[src/rtl/voice_synth_if.sv]
// rtl/voice_synth_if.sv - sample strobe, voice tables and mixed-sample outputs of the voice bank
interface voice_synth_if #(
  parameter int NUM_VOICES = 8
);
  logic               sample_ce;
  logic               wave_sel;
  logic [31:0]        frequencies   [NUM_VOICES];
  logic [31:0]        voice_volumes [NUM_VOICES];
  logic signed [15:0] audio_out;
  logic               audio_valid;
  logic               busy;
  logic               overrun;

  modport master (
    output sample_ce, wave_sel, frequencies, voice_volumes,
    input  audio_out, audio_valid, busy, overrun
  );

  modport slave (
    input  sample_ce, wave_sel, frequencies, voice_volumes,
    output audio_out, audio_valid, busy, overrun
  );
endinterface

[src/rtl/voice_synth.sv]
// rtl/voice_synth.sv - time-multiplexed phase-accumulator voice bank and mixer (option: VOICE_SYNTH_ENVELOPE_EN)
module voice_synth #(
  parameter int NUM_VOICES = 8,
  parameter int INC_MUL    = 5592,
  parameter int INC_SHIFT  = 16,
  parameter int ENV_STEP   = 256
) (
  input logic         clk,
  input logic         reset,
  voice_synth_if.slave bus
);
  localparam int VW    = (NUM_VOICES > 1) ? $clog2(NUM_VOICES) : 1;
  localparam int SHIFT = $clog2(NUM_VOICES);
  // Sum of NUM_VOICES 16-bit terms needs SHIFT extra bits; dropping SHIFT LSBs yields 16 bits.
  localparam int ACC_W = 16 + SHIFT;
  localparam logic [VW-1:0] LAST = VW'(NUM_VOICES - 1);
  localparam logic [31:0] FULL_SCALE = 32'h0010_0000;

  localparam logic [1:0] IDLE = 2'd0;
  localparam logic [1:0] RUN  = 2'd1;
  localparam logic [1:0] DONE = 2'd2;

  logic [1:0]              state;
  logic [VW-1:0]           v;
  logic                    wave_lat;
  logic signed [ACC_W-1:0] acc;
  logic [31:0]             phase [NUM_VOICES];
  logic signed [15:0]      audio_out_r;
  logic                    audio_valid_r;
  logic                    overrun_r;

  logic [31:0]             cur_phase;
  logic [31:0]             cur_vol;
  logic [31:0]             inc;
  logic [20:0]             vol_clamped;
  logic [20:0]             gain;
  logic signed [15:0]      wave;
  logic signed [37:0]      wave_x;
  logic signed [37:0]      gain_x;
  logic signed [15:0]      term;
  logic signed [ACC_W-1:0] acc_next;

  assign cur_phase = phase[v];
  assign cur_vol   = bus.voice_volumes[v];

  // Per-voice datapath: clamp volume, pick waveform from the old phase, scale, accumulate.
  always_comb begin
    vol_clamped = '0;
    if (cur_vol[31]) begin
      vol_clamped = '0;
    end else if (cur_vol > FULL_SCALE) begin
      vol_clamped = FULL_SCALE[20:0];
    end else begin
      vol_clamped = cur_vol[20:0];
    end
    inc = 32'((64'(bus.frequencies[v]) * 64'(INC_MUL)) >> INC_SHIFT);
    if (wave_lat) begin
      wave = cur_phase[31] ? 16'sh8000 : 16'sh7FFF;
    end else begin
      wave = $signed(cur_phase[31:16]);
    end
    wave_x   = 38'(wave);
    gain_x   = $signed({17'b0, gain});
    term     = 16'((wave_x * gain_x) >>> 20);
    acc_next = acc + {{SHIFT{term[15]}}, term};
  end

`ifdef VOICE_SYNTH_ENVELOPE_EN
  localparam logic [20:0] STEP = 21'(ENV_STEP);
  logic [20:0] env [NUM_VOICES];
  logic [20:0] env_cur;
  logic [20:0] env_next;

  assign env_cur = env[v];
  assign gain    = env_next;

  // Envelope slews toward the clamped volume by at most one step per visit.
  always_comb begin
    env_next = env_cur;
    if (vol_clamped > env_cur) begin
      env_next = ((vol_clamped - env_cur) <= STEP) ? vol_clamped : env_cur + STEP;
    end else begin
      env_next = ((env_cur - vol_clamped) <= STEP) ? vol_clamped : env_cur - STEP;
    end
  end

  // Envelope registers are updated on the same RUN visit that uses them.
  always_ff @(posedge clk) begin
    if (reset) begin
      for (int i = 0; i < NUM_VOICES; i++) env[i] <= '0;
    end else if (state == RUN) begin
      env[v] <= env_next;
    end
  end
`else
  assign gain = vol_clamped;
`endif

  // Sequencer: IDLE waits for a strobe, RUN walks the voices, DONE returns to IDLE.
  always_ff @(posedge clk) begin
    if (reset) begin
      state         <= IDLE;
      v             <= '0;
      wave_lat      <= 1'b0;
      acc           <= '0;
      audio_out_r   <= '0;
      audio_valid_r <= 1'b0;
      overrun_r     <= 1'b0;
      for (int i = 0; i < NUM_VOICES; i++) phase[i] <= '0;
    end else begin
      audio_valid_r <= 1'b0;
      if (bus.sample_ce && state != IDLE) overrun_r <= 1'b1;
      case (state)
        IDLE: begin
          if (bus.sample_ce) begin
            wave_lat <= bus.wave_sel;
            acc      <= '0;
            v        <= '0;
            state    <= RUN;
          end
        end
        RUN: begin
          phase[v] <= cur_phase + inc;
          acc      <= acc_next;
          if (v == LAST) begin
            // Publish on the way into DONE so the pulse lands in the DONE cycle.
            audio_out_r   <= acc_next[ACC_W-1:SHIFT];
            audio_valid_r <= 1'b1;
            state         <= DONE;
          end else begin
            v <= v + 1'b1;
          end
        end
        DONE:    state <= IDLE;
        default: state <= IDLE;
      endcase
    end
  end

  assign bus.audio_out   = audio_out_r;
  assign bus.audio_valid = audio_valid_r;
  assign bus.busy        = (state != IDLE);
  assign bus.overrun     = overrun_r;
endmodule

[src/flat_wrapper.sv]
// flat-port wrapper written by rule: the top's interface ports become plain ports
module voice_synth_flat 
#(
  parameter int NUM_VOICES = 8,
  parameter int INC_MUL    = 5592,
  parameter int INC_SHIFT  = 16,
  parameter int ENV_STEP   = 256
)
  (clk, reset, bus_sample_ce, bus_wave_sel, bus_frequencies, bus_voice_volumes, bus_audio_out, bus_audio_valid, bus_busy, bus_overrun);
  voice_synth_if #(.NUM_VOICES(NUM_VOICES)) bus_i ();
  input logic clk;
  input logic reset;
  input wire logic [$bits(bus_i.sample_ce)-1:0] bus_sample_ce;
  input wire logic [$bits(bus_i.wave_sel)-1:0] bus_wave_sel;
  input wire logic [$bits(bus_i.frequencies)-1:0] bus_frequencies;
  input wire logic [$bits(bus_i.voice_volumes)-1:0] bus_voice_volumes;
  output wire logic [$bits(bus_i.audio_out)-1:0] bus_audio_out;
  output wire logic [$bits(bus_i.audio_valid)-1:0] bus_audio_valid;
  output wire logic [$bits(bus_i.busy)-1:0] bus_busy;
  output wire logic [$bits(bus_i.overrun)-1:0] bus_overrun;
  assign bus_i.sample_ce = bus_sample_ce;
  assign bus_i.wave_sel = bus_wave_sel;
  assign bus_i.frequencies = {>>{bus_frequencies}};
  assign bus_i.voice_volumes = {>>{bus_voice_volumes}};
  assign bus_audio_out = bus_i.audio_out;
  assign bus_audio_valid = bus_i.audio_valid;
  assign bus_busy = bus_i.busy;
  assign bus_overrun = bus_i.overrun;
  voice_synth #(.NUM_VOICES(NUM_VOICES), .INC_MUL(INC_MUL), .INC_SHIFT(INC_SHIFT), .ENV_STEP(ENV_STEP)) u_core (.clk(clk), .reset(reset), .bus(bus_i));
endmodule
[config.mk]
export PLATFORM = sky130hd
export DESIGN_NAME = voice_synth_flat
export DESIGN_NICKNAME = d
export VERILOG_FILES = /design/src/rtl/voice_synth_if.sv /design/src/rtl/voice_synth.sv /design/src/flat_wrapper.sv
export SDC_FILE = /design/constraint.sdc
export NUM_CORES = 2
export LEC_CHECK = 0
export ABC_AREA = 1
export CAP_MARGIN = 0
export CORE_MARGIN = 1
export CORE_UTILIZATION = 55
export CTS_BUF_LIST = sky130_fd_sc_hd__clkbuf_8
export CTS_CLUSTER_SIZE = 16
export DETAILED_ROUTE_END_ITERATION = 10
export PLACE_DENSITY = 0.81
export SYNTH_ARGS = -nofsm -noshare
export SYNTH_HDL_FRONTEND = slang
export SYNTH_SLANG_ARGS = --single-unit
[constraint.sdc]
create_clock -name clk -period 27 [get_ports clk]
set_input_delay 2.7 -clock clk [delete_from_list [all_inputs] [get_ports clk]]
set_output_delay 2.7 -clock clk [all_outputs]
set_load 0.05 [all_outputs]
==> flow_summary_export.csv <==
group,metric,value,unit
critical_path,crit_path_top_delay_cell,"o21ai_0",
critical_path,cp-start-kind,"primary input",
timing,slew_violations,0,
logic_synthesis,synth-main-ff-cell,"edfxtp_1",
global_route,grt_pass1_vias,34071,
global_route,use_met3,12.3,%
layout,area_delta_synth_final,19.0,%
placement,hpwl,112000,µm
routing,avgRoutedWirePerCell,24.0,µm
global_route,grt_max_degree,90,
global_route,overflow,0,
cts,cts_resized,0,
routing,final_antenna_net_count,0,
logic_synthesis,synth_seq_area_share,23.6,%
timing,setup_violations,0,
logic_synthesis,synth-seq-cells,302,
routing,first_iter_violations,4040,
cts,clkSlewWorstSetupHoldPaths,0.06,ns
cts,post_cts_buffers,0,
layout,drive_above_1_share,2.57,%
routing,dr.pass1.iters,6,
critical_path,cp_common_cell,"nand2_1",
critical_path,slowest_delay,0.92,ns
placement,portBuffers,534,
floorplan,die_width,259,µm
cts,cts.sinks,302,
timing,max_slew_margin,12.1,%
logic_synthesis,synth_common_cells,"963 x nand2_1, 834 x inv_1, 677 x nor2_1, 407 x fa_1, 299 x ha_1",
cts,cts_tree,"done",
logic_synthesis,synth-edff-count,256,
critical_path,r2r_cells,56,
floorplan,rows,93,
floorplan,core_area,0.0649,mm²
floorplan,die-area,0.0672,mm²
critical_path,reg2reg_from,"u_core.v[2]",
cts,clockRootBuffer,"clkbuf_8",
logic_synthesis,synthCells,4607,
routing,via_count,34625,
min_path,hold_start,"u_core.bus.overrun",
timing,tns,0,ns
placement,gp_congestion,1.05,
cts,cts_hold_buf,0,
critical_path,crit_path_end_kind,"flip-flop",
cts,h-tree-depth,2,
global_route,antenna_found_initial,16,
cts,clk_path_buf_depth,3,
logic_synthesis,yosys.area.top_type,"fa_1",
floorplan,die_h,259,µm
floorplan,start_util,56.1,%
critical_path,path_class,"in2reg",
routing,via_per_inst,5.81,
critical_path,startpoint,"bus_voice_volumes[86]",
logic_synthesis,yosys_warnings,0,
critical_path,crit_arrival,13.76,ns
routing,routed_wirelength,143000,µm
logic_synthesis,syn_area_per_cell,7.90,µm²
logic_synthesis,synth_most_common_cell,"nand2_1",
timing,fin_crit_sh,49.2,%
logic_synthesis,synth_area,0.0364,mm²
logic_synthesis,synth_area_leaders,"fa_1 22%, edfxtp_1 21%, ha_1 10%",
timing,min_period,13.29,ns
cts,cts_made_buffers,48,
global_route,grt_pass1_wl,210000,µm
timing,hold_violations,0,
timing,worst_pin_slew,1.32,ns
cts,clk_latency,0.61,ns
timing,layout_setup_ws,13.71,ns
timing,rsz0062_at_grt,"no",
global_route,use_met1,53.1,%
min_path,hold_path.class,"reg2reg",
min_path,holdPathStages,2,
logic_synthesis,synth_cell_types,53,
placement,pre_cts_ws,13.43,ns
layout,final_util,66.7,%
floorplan,pin_count,535,
critical_path,crit_required,27.47,ns
logic_synthesis,syn_nets,5829,
critical_path,cp_max_fo,18,
logic_synthesis,yosys.area.top_type_share,22.4,%
run_status,outcome,"completed",
global_route,gr-max-usage-layer,"met2",
routing,drc,0,
global_route,met2_usage,65.6,%
run,drv_cap,0,
timing,fmax,0.0752,GHz
layout,layout.nets,6284,
timing,fin_worst_skew,0.0508,ns
global_route,globalRouteTotalUtil,42.4,%
logic_synthesis,async_flop_share,0,%
==> area by class of cell <==
class / instances / area [µm²]
Antenna cell: 13 / 32.5
Inverter: 855 / 3210
Timing Repair Buffer: 579 / 5680
Multi-Input combinational cell: 3276 / 23900
Tap cell: 855 / 1070
Fill cell: 5606 / 21600
Clock buffer: 48 / 661
Sequential cell: 302 / 8620
Clock inverter: 34 / 176
==> path summary, 6_finish.rpt <==
path                                    to  slack, ns
setup / recovery  u_core.bus.audio_out[12]      13.71
hold / removal          u_core.bus.overrun       0.48
setup reg to reg  u_core.bus.audio_out[12]      14.80
hold reg to reg         u_core.bus.overrun       0.48
==> layout by cell type (no fill, tap or decap), types with 5 or more instances in the layout <==
cell type and n:
o21bai_1 10, nand4_1 49, nor4_1 6, ha_1 299, nor2_4 7, diode_2 13, a21oi_1 187, inv_1 849
xor2_1 55, nand3_1 165, nand2_1 963, clkdlybuf4s50_1 534, a221oi_1 28, a31oi_1 14, a22oi_1 37, nor2_1 672
clkbuf_8 48, o21ai_1 13, dfxtp_1 44, a21o_1 7, a211oi_1 5, o21a_1 9, edfxtp_1 256, o211ai_1 17
nor3_1 12, fa_1 407, o22ai_1 33, xnor2_1 37, clkinv_1 27, o21ai_0 156, o31ai_1 5, buf_4 45
a22o_1 22, a32o_1 24
==> critical path, delay by kind of cell <==
family,cells,cell delay [ns]
buffers and inverters,11,1.56
adder cells (fa/ha/maj),8,3.51
AND/OR/NAND/NOR,18,3.16
AO/OA/AOI/OAI,11,2.46
XOR/XNOR,2,0.32
==> per-stage QoR <==
step	hold WS, ns	instance area [µm²]	std cells
2_1_floorplan	0.445	36400	4607
6_report	0.478	43300	5962
4_1_cts	0.475	43300	5949
3_5_place_dp	0.459	42500	5867
5_1_grt	0.510	43300	5954
3_3_place_gp	0.454	42500	5867
==> cells by family (layout without fill, tap and decap cells) <==
group / Yosys count / after routing / synth area share, %
flops: 302 / 302 / 23.6
buf+inv: 1029 / 1516 / 10.9
simple gates: 1888 / 1888 / 20.6
fa+ha+maj: 706 / 706 / 32.6
xor+xnor: 92 / 92 / 2.21
other cells: 0 / 13 / 0
mux: 4 / 4 / 0.110
compound gates: 586 / 586 / 9.87
==> per-layer routing <==
metal	wire (µm)	part of all wire, %
met1	52000	36
met2	64200	45
met3	17000	12
met4	9560	6.7
met5	60	0.042
==> flip-flops by register name (all words and copies together) (netlist names), named ones only <==
signal	count
u_core.acc	19
u_core.bus.audio_out	16
u_core.bus.audio_valid	1
u_core.bus.overrun	1
u_core.phase	256
u_core.state	2
u_core.v	3
u_core.wave_lat	1
Power is left out: the tool's default activity adds up to more than one toggle a clock period on the data nets, which glitch-free logic cannot reach.
